===== config.mk =====
export PLATFORM = sky130hd
export DESIGN_NAME = seq_divider_32by16_flat
export DESIGN_NICKNAME = d
export VERILOG_FILES = /design/src/rtl/seq_divider_32by16_if.sv /design/src/rtl/seq_divider_32by16.sv /design/src/flat_wrapper.sv
export SDC_FILE = /design/constraint.sdc
export NUM_CORES = 1
export LEC_CHECK = 0
export CAP_MARGIN = 15
export CORE_MARGIN = 2
export CORE_UTILIZATION = 49
export DETAILED_ROUTE_END_ITERATION = 10
export PLACE_DENSITY = 0.76
export SLEW_MARGIN = 20
export SYNTH_ARGS = -nofsm -noshare
export SYNTH_HDL_FRONTEND = slang
export SYNTH_SLANG_ARGS = --single-unit

===== constraint.sdc =====
create_clock -name clk -period 2.73 [get_ports clk]
set_input_delay 0.273 -clock clk [delete_from_list [all_inputs] [get_ports clk]]
set_output_delay 0.273 -clock clk [all_outputs]
set_load 0.02 [all_outputs]

===== src/rtl/seq_divider_32by16_if.sv =====
// Operand/result bundle for the sequential divider.
// Handshake rule for both sides: a transfer happens on a rising clock edge
// where valid and ready are both 1. Once valid is raised, the payload is held
// stable until that edge. Ready never depends combinationally on valid.
interface seq_divider_32by16_if #(
    parameter int WIDTH = 16
);
    logic                 in_valid;
    logic                 in_ready;
    logic [2*WIDTH-1:0]   dividend;
    logic [WIDTH-1:0]     divisor;
    logic                 out_valid;
    logic                 out_ready;
    logic [WIDTH-1:0]     quotient;
    logic [WIDTH-1:0]     remainder;
    logic                 div_by_zero;
    logic                 overflow;

    // Divider side
    modport slave (
        input  in_valid, dividend, divisor, out_ready,
        output in_ready, out_valid, quotient, remainder, div_by_zero, overflow
    );

    // Requester side
    modport master (
        output in_valid, dividend, divisor, out_ready,
        input  in_ready, out_valid, quotient, remainder, div_by_zero, overflow
    );
endinterface


===== src/rtl/seq_divider_32by16.sv =====
// Sequential restoring divider: 2*WIDTH-bit dividend by WIDTH-bit divisor,
// one quotient bit per clock. Divide-by-zero and quotient overflow are
// detected up front and answered after a single cycle.
module seq_divider_32by16 #(
    parameter int WIDTH = 16,
    parameter int CNT_W = 5
) (
    input  logic                clk,
    input  logic                rst_n,       // asynchronous, active-high
    seq_divider_32by16_if.slave bus,
    output logic [1:0]          o_dbg_state
);

    typedef enum logic [1:0] {
        IDLE = 2'd0,
        CALC = 2'd1,
        DONE = 2'd2
    } state_t;

    state_t             r_state;
    state_t             w_next_state;

    logic [CNT_W-1:0]   r_cnt;
    logic [WIDTH:0]     r_rem;       // partial remainder, one guard bit
    logic [WIDTH-1:0]   r_q;         // low dividend bits shifting out, quotient bits shifting in
    logic [WIDTH-1:0]   r_divisor;

    logic [WIDTH-1:0]   r_quotient;
    logic [WIDTH-1:0]   r_remainder;
    logic               r_dbz;
    logic               r_ovf;
    logic               r_out_valid;

    logic               w_accept;
    logic               w_zero;
    logic               w_ovf;
    logic [WIDTH-1:0]   w_hi;
    logic [WIDTH:0]     w_t;
    logic               w_ge;
    logic [WIDTH:0]     w_rem_next;
    logic [WIDTH-1:0]   w_q_next;
    logic               w_last;

    assign w_accept   = bus.in_valid && (r_state == IDLE);
    assign w_hi       = bus.dividend[2*WIDTH-1:WIDTH];
    assign w_zero     = (bus.divisor == '0);
    // A quotient fits in WIDTH bits only when the high half is below the divisor.
    assign w_ovf      = !w_zero && (w_hi >= bus.divisor);

    assign w_t        = {r_rem[WIDTH-1:0], r_q[WIDTH-1]};
    assign w_ge       = (w_t >= {1'b0, r_divisor});
    assign w_rem_next = w_ge ? (w_t - {1'b0, r_divisor}) : w_t;
    assign w_q_next   = {r_q[WIDTH-2:0], w_ge};
    assign w_last     = (r_cnt == CNT_W'(WIDTH - 1));

    assign bus.in_ready    = (r_state == IDLE);
    assign bus.out_valid   = r_out_valid;
    assign bus.quotient    = r_quotient;
    assign bus.remainder   = r_remainder;
    assign bus.div_by_zero = r_dbz;
    assign bus.overflow    = r_ovf;
    assign o_dbg_state     = r_state;

    // State register
    always_ff @(posedge clk or posedge rst_n) begin
        if (rst_n) begin
            r_state <= IDLE;
        end else begin
            r_state <= w_next_state;
        end
    end

    // Next-state decode
    always_comb begin
        w_next_state = r_state;
        case (r_state)
            IDLE: begin
                if (w_accept) begin
                    w_next_state = (w_zero || w_ovf) ? DONE : CALC;
                end
            end
            CALC: begin
                if (w_last) begin
                    w_next_state = DONE;
                end
            end
            DONE: begin
                if (bus.out_ready) begin
                    w_next_state = IDLE;
                end
            end
            default: w_next_state = IDLE;
        endcase
    end

    // Datapath: operand capture, iteration, and result registers
    always_ff @(posedge clk or posedge rst_n) begin
        if (rst_n) begin
            r_cnt       <= '0;
            r_rem       <= '0;
            r_q         <= '0;
            r_divisor   <= '0;
            r_quotient  <= '0;
            r_remainder <= '0;
            r_dbz       <= 1'b0;
            r_ovf       <= 1'b0;
            r_out_valid <= 1'b0;
        end else begin
            case (r_state)
                IDLE: begin
                    if (w_accept) begin
                        if (w_zero) begin
                            r_quotient  <= '1;
                            r_remainder <= '0;
                            r_dbz       <= 1'b1;
                            r_ovf       <= 1'b0;
                            r_out_valid <= 1'b1;
                        end else if (w_ovf) begin
                            r_quotient  <= '1;
                            r_remainder <= '0;
                            r_dbz       <= 1'b0;
                            r_ovf       <= 1'b1;
                            r_out_valid <= 1'b1;
                        end else begin
                            r_cnt     <= '0;
                            r_rem     <= {1'b0, w_hi};
                            r_q       <= bus.dividend[WIDTH-1:0];
                            r_divisor <= bus.divisor;
                        end
                    end
                end
                CALC: begin
                    r_rem <= w_rem_next;
                    r_q   <= w_q_next;
                    r_cnt <= r_cnt + 1'b1;
                    if (w_last) begin
                        r_quotient  <= w_q_next;
                        r_remainder <= w_rem_next[WIDTH-1:0];
                        r_dbz       <= 1'b0;
                        r_ovf       <= 1'b0;
                        r_out_valid <= 1'b1;
                    end
                end
                DONE: begin
                    if (bus.out_ready) begin
                        r_out_valid <= 1'b0;
                    end
                end
                default: begin
                    r_out_valid <= 1'b0;
                end
            endcase
        end
    end

endmodule


===== src/flat_wrapper.sv =====
// flat-port wrapper written by rule: the top's interface ports become plain ports
module seq_divider_32by16_flat 
#(
    parameter int WIDTH = 16,
    parameter int CNT_W = 5
)
  (clk, rst_n, o_dbg_state, bus_in_valid, bus_dividend, bus_divisor, bus_out_ready, bus_in_ready, bus_out_valid, bus_quotient, bus_remainder, bus_div_by_zero, bus_overflow);
  seq_divider_32by16_if #(.WIDTH(WIDTH)) bus_i ();
  input  logic clk;
  input  logic rst_n;
  output logic [1:0] o_dbg_state;
  input wire logic [$bits(bus_i.in_valid)-1:0] bus_in_valid;
  input wire logic [$bits(bus_i.dividend)-1:0] bus_dividend;
  input wire logic [$bits(bus_i.divisor)-1:0] bus_divisor;
  input wire logic [$bits(bus_i.out_ready)-1:0] bus_out_ready;
  output wire logic [$bits(bus_i.in_ready)-1:0] bus_in_ready;
  output wire logic [$bits(bus_i.out_valid)-1:0] bus_out_valid;
  output wire logic [$bits(bus_i.quotient)-1:0] bus_quotient;
  output wire logic [$bits(bus_i.remainder)-1:0] bus_remainder;
  output wire logic [$bits(bus_i.div_by_zero)-1:0] bus_div_by_zero;
  output wire logic [$bits(bus_i.overflow)-1:0] bus_overflow;
  assign bus_i.in_valid = bus_in_valid;
  assign bus_i.dividend = bus_dividend;
  assign bus_i.divisor = bus_divisor;
  assign bus_i.out_ready = bus_out_ready;
  assign bus_in_ready = bus_i.in_ready;
  assign bus_out_valid = bus_i.out_valid;
  assign bus_quotient = bus_i.quotient;
  assign bus_remainder = bus_i.remainder;
  assign bus_div_by_zero = bus_i.div_by_zero;
  assign bus_overflow = bus_i.overflow;
  seq_divider_32by16 #(.WIDTH(WIDTH), .CNT_W(CNT_W)) u_core (.clk(clk), .rst_n(rst_n), .bus(bus_i), .o_dbg_state(o_dbg_state));
endmodule

== Yosys cells after proc, flatten, opt, wreduce, memory -nomap -nowiden ==
Index checks and enable logic that the tools add are counted.

* Register bits: 90
* Input bits: 52
* Output and inout bits: 38
* Word-level logic and storage cells: 79

* $add $sub $neg: 2
* Order comparisons: 2
* Eq/ne operators: 9
* Muxes and demuxes: 42
* Bitwise gates (word level): 2
* Reductions and logical operators: 12

{| class="wikitable"
|+ Operators by type and width
! cell !! number
|-
| $mux W16 || 15
|-
| $pmux W16 S2 || 4
|-
| $ge A17 B16 Y1 || 1
|-
| $ge A16 B16 Y1 || 1
|-
| $logic_not A16 Y1 || 1
|-
| $reduce_and A4 Y1 || 4
|-
| $sub A16 B16 Y16 || 1
|-
| $mux W5 || 3
|-
| $mux W1 || 11
|-
| $pmux W5 S2 || 1
|-
| $mux W2 || 4
|-
| $ne A2 B2 Y1 const B || 3
|-
| $pmux W2 S3 || 1
|-
| $add A5 B1 Y5 const B || 1
|-
| $eq A5 B4 Y1 const B || 1
|-
| $ne A2 B1 Y1 const B || 2
|-
| $pmux W1 S2 || 2
|-
| $ne A3 B1 Y1 const B || 1
|-
| $pmux W1 S3 || 1
|-
| $reduce_and A3 Y1 || 1
|-
| $eq A2 B1 Y1 const B || 1
|-
| $eq A2 B2 Y1 const B || 1
|-
| $logic_and A1 B1 Y1 || 2
|-
| $logic_not A2 Y1 || 1
|-
| 4 further kinds || 5
|}

== Longest topological paths before layout ==
* Depth in word-level cells: 7
* Gate-level depth with buffers: 11
* Mapped depth without buffers: 11

== Worst setup path after synthesis ==
No wires, ideal clock.

* Path type: flip-flop to flip-flop
* Start: register u_core.r_rem[12]
* End: register u_core.r_remainder[13], in the netlist u_core.bus.remainder[13]
* Library setup time: 66 ps
* Arrival: 2558 ps
* Required time: 2664 ps
* Slack: 105 ps
* Stages on the path, launching flop included: 9
* Path buffers: 0
* Clock period less this slack: 2625 ps
* Cell sequence: dfrtp_1 ha_1 nand3_2 or4_4 o31a_4 mux2i_1 and2_1 a2111oi_0 mux2_2

* Word-level cells in the longest chain between the ends: 4
* Elaborated cells on any way between the ends: 5
* Classes of those cells: 1 x add/sub; 1 x order compare; 3 x mux

{| class="wikitable"
|+ Ends and longest elaborated chain
! what !! line !! RTL
|-
| from (decl) || seq_divider_32by16.sv:24 || <nowiki>logic [WIDTH:0] r_rem;</nowiki>
|-
| from (signal assigned) || seq_divider_32by16.sv:126 || <nowiki>r_rem <= {1'b0, w_hi};</nowiki>
|-
| from (signal assigned) || seq_divider_32by16.sv:133 || <nowiki>r_rem <= w_rem_next;</nowiki>
|-
| $sub A16 B16 Y16 / $ge A17 B16 Y1 (equally long branches) || seq_divider_32by16.sv:52, seq_divider_32by16.sv:51 ||
|-
| $mux W16 * || seq_divider_32by16.sv:52 || <nowiki>assign w_rem_next = w_ge ? (w_t - {1'b0, r_divisor}) : w_t;</nowiki>
|-
| $mux W16 * || seq_divider_32by16.sv:136 || <nowiki>if (w_last) begin</nowiki>
|-
| $pmux W16 S2 * || seq_divider_32by16.sv:109 || <nowiki>case (r_state)</nowiki>
|-
| to (signal assigned) || seq_divider_32by16.sv:138 || <nowiki>r_remainder <= w_rem_next[WIDTH-1:0];</nowiki>
|-
| to (decl) || seq_divider_32by16.sv:29 || <nowiki>logic [WIDTH-1:0] r_remainder;</nowiki>
|}

Mark *: on every way between the ends. The rest lies on a longest branch, timed or not. The select of a mux whose other input is x is not followed.
A chain may end at the register's enable or synchronous reset.

== Final worst setup path ==
* Start: register u_core.r_rem[12]
* End: register u_core.r_remainder[9], in the netlist u_core.bus.remainder[9]

* Word-level cells in the longest chain between the ends: 4

{| class="wikitable"
|+ Ends and longest elaborated chain
! what !! line !! RTL
|-
| $ge A17 B16 Y1 || seq_divider_32by16.sv:51 || <nowiki>assign w_ge = (w_t >= {1'b0, r_divisor});</nowiki>
|-
| $mux W16 || seq_divider_32by16.sv:52 ||
|-
| $mux W16 || seq_divider_32by16.sv:136 ||
|-
| $pmux W16 S2 || seq_divider_32by16.sv:109 ||
|}

Every way passes these cells. The select of a mux whose other input is x is not followed.

==> results by group <==
Setup path
  • Critical Path Start Type: flop
  • Critical path arrival: approximately 3000 ps
  • Delay-heaviest family, CP: simple AND/OR/NAND/NOR gates
  • Crit-path max cell delay: ~480 ps
  • Critical-path cell list: ha_4, nand3_4, or4_4, o31a_4, o211a_4, nor2_8, mux2i_4, buf_6, o2bb2ai_4
  • Data required, critical path: 2970 ps
  • Slowest CP cell: or4_4
  • CP Class: flop to flop
  • Crit path max fanout: 8
  • Buf/Inv on CP: 1
  • Critical Path End Type: flop

Floorplan
  • Core box area: roughly 11000 um^2
  • FP Rows: 38
  • Die ar.: roughly 12000 um^2
  • Chip Width: 108.7 um
  • Starting Density: between 40% and 50%
  • IO Pins: 90
  • DIE HEIGHT: between 100 and 150 um

Global route
  • First-pass GRT wire length: 26130 um
  • Initial antenna violation count: 0
  • Vias in the first global route: 5210
  • Total track usage: ~29%
  • Grt ovf: 0
  • Largest net degree at the start of global routing: 43

STA
  • Final min period: around 2800 ps
  • Max Clock Skew: 10.79 ps
  • Worst-margin pin slew: roughly 540 ps
  • Setup slack after layout: -42.24 ps
  • Worst slew margin: about 64%
  • FMAX: approximately 360 MHz
  • Final Setup Violations: 8
  • Hold Vio Cnt, Final: 0
  • Crit share post-route: 101.5%
  • RSZ-0062 raised after global routing: true
  • Pins Over Slew Limit: 0

Synthesis
  • Post-synth top flop: dfrtp_1
  • EDFF count, synth: 0
  • Most frequent cells after synthesis: dfrtp_1 (90), inv_1 (59), nand3_1 (55)
  • Most numerous cell in the Yosys netlist: dfrtp_1
  • Synthesized area: roughly 5400 um^2
  • Warnings, synthesis: 0
  • Top-area cell type share of the netlist area: a little over two fifths
  • Async S/R FF share, synth: 100.0%
  • Top area cells in the synthesized netlist: dfrtp_1 (42%), ha_1 (7.9%), nand3_1 (5.1%)
  • Mapped Cells: about 570
  • Sequential area share after synthesis: between 40% and 50%
  • Cell taking the most area after synthesis: dfrtp_1
  • Syn avg cell area: 9.374 um^2
  • Syn Nets: 660
  • Count of cell types in the netlist: between 60 and 70
  • Yosys reg bits: 90

Worst hold path
  • Hold Crit Class: input port to asynchronous set/reset pin

Status
  • Violated checks: setup timing
  • Status: complete, but fails checks

Power
  • Cell leakage power: approximately 3.5 nW
  • Sequential Power Share: 21.6%
  • Maximum VDD drop: 0.0008007 V
  • Clk network pwr share: approximately 8%
  • Internal: roughly 5.6 mW
  • Cell Pwr Density: ~1400 nW/um^2
  • Sw Ratio: between 40% and 50%
  • Combinational Power Share: 70.3%
  • Psw: approximately 4.7 mW

Clock network
  • H-tree lvl count: 3
  • Clock Path Buffers: 2
  • Clock Latency Late Sink: around 360 ps
  • CTS clk-pin slew, worst paths: roughly 90 ps
  • CTS tree: built
  • Clk sinks: 90
  • Root Driver: clkbuf_8
  • CTS Buf Count: 9

Placed design
  • Gpl congestion: about 0.96
  • Post-detail-place hpwl: 12530 um
  • Number of port buffers: 89
  • Pre-CTS setup slack: -363.7 ps

Detailed routing
  • 1st-pass router iterations: 5
  • Antenna Nets Post-Route: 0
  • Residual DRC: 0
  • Total Wirelength: 16640 um
  • Vias: 5175
  • Wirelength per Cell: roughly 19 um
  • Vias per cell: between 5 and 6
  • Drt initial violations: around 280

Layout
  • Layout net count: about 840
  • Antenna Diode Count: 0
  • Area grow syn2layout: 40.88%
  • Core Util, Final: a little over two thirds
  • Share of cells above drive strength 1: a little under a quarter

Flow run
  • Maximum capacitance violations: 0
## repair_timing
item	CTS	global route
gates resized for setup	9	39
cloned	0	0
pin swaps	3	16
buffers inserted	1	6
hold buffers	0	0
endpoints found under the setup margin	13	88
## registers in the layout, indices dropped and copies added, names as in the netlist
register,cells
u_core.bus.overflow,1
u_core.bus.div_by_zero,1
u_core.r_divisor,16
u_core.r_cnt,5
u_core.bus.quotient,16
u_core.r_q,16
u_core.o_dbg_state,2
u_core.r_rem,16
u_core.bus.out_valid,1
u_core.bus.remainder,16
## routing by layer
layer,routed length (um),vias up,track usage (%)
li1,-,2438,-
met1,6901,2506,38.57
met2,8146,193,47.23
met3,1105,38,4.603
met4,490,0,11.54
met5,0,-,0
## power groups by stage
stage                     clock, mW  combinational [mW]  sequential, mW
after floorplan                   0                3.74            2.18
after global placement            0                6.00            2.18
after detailed placement          0                6.13            2.20
after CTS                     0.850                6.32            2.18
after global routing          0.897                7.80            2.28
final                         0.836                7.24            2.23
## worst reg2reg max path, cell delays in order (launching register included)
cell       delay, ps
dfrtp_1          450
ha_4             310
nand3_4           80
or4_4            480
o31a_4           400
o211a_4          190
nor2_8           260
mux2i_4          310
buf_6            130
o2bb2ai_4         50
## through the flow
| step | setup TNS (ps) | std cells | hold WS, ps | total power [mW] | cell area (um^2) |
|---|---|---|---|---|---|
| floorplan | 0 | 573 | 411.5 | 5.923 | 5371 |
| finish | -139.8 | 894 | 252.9 | 10.30 | 7567 |
| CTS | 0 | 888 | 253.7 | 9.350 | 7268 |
| global placement | -17050 | 871 | 468.4 | 8.186 | 7061 |
| detailed placement | -23150 | 871 | 474.8 | 8.325 | 7061 |
| global route | -1015 | 894 | 300.1 | 10.97 | 7567 |
## path summary, 6_finish.rpt
path | slack, ps | depth (start not counted) | from | endpoint
max | -40 | 9 | u_core.r_rem[12]$_DFFE_PP0P_ | u_core.bus.remainder[9]$_DFFE_PP0P_
min | 250 | 2 | rst_n | u_core.bus.quotient[12]$_DFFE_PP0P_
max reg2reg | -40 | 9 | u_core.r_rem[12]$_DFFE_PP0P_ | u_core.bus.remainder[9]$_DFFE_PP0P_
min reg2reg | 500 | 2 | u_core.bus.out_valid$_DFFE_PP0P_ | u_core.bus.out_valid$_DFFE_PP0P_
max in group asynchronous | 1810 | 3 | rst_n | u_core.r_divisor[9]$_DFFE_PP0P_
min in group clk | 500 | 2 | u_core.bus.out_valid$_DFFE_PP0P_ | u_core.bus.out_valid$_DFFE_PP0P_
## cells in the final DEF, fill, tap and decap left out, drive strengths merged, types with 11 or more instances in the layout
master,synthesis,final
buf,11,107
dfrtp,90,90
a21o,11,11
o21ai,48,48
clkdlybuf4s50,0,89
ha,34,34
nand3,56,56
a21oi,46,46
inv,59,59
nor2,24,24
nand2,20,20
mux2i,25,25
o2bb2ai,15,15
nor4,20,20
## cell families (layout without fill, tap and decap cells)
family | after synthesis | after routing | synth area share, %
mux | 31 | 31 | 5.917
buf+inv | 91 | 272 | 7.244
fa+ha+maj | 35 | 35 | 8.293
xor+xnor | 12 | 12 | 1.957
flops | 90 | 90 | 41.93
compound gates | 171 | 171 | 20.76
simple gates | 143 | 143 | 13.91
## layout make-up
class | instances | area, um^2
clock inverters | 6 | 42.54
repair buffers | 196 | 1738
fillers | 847 | 3178
inverters | 60 | 226.5
well taps | 140 | 175.2
multi-input cells | 392 | 3003
clock buffers | 10 | 127.6
flip-flops and latches | 90 | 2255
Note: power is estimated with default switching activity, not from simulation.
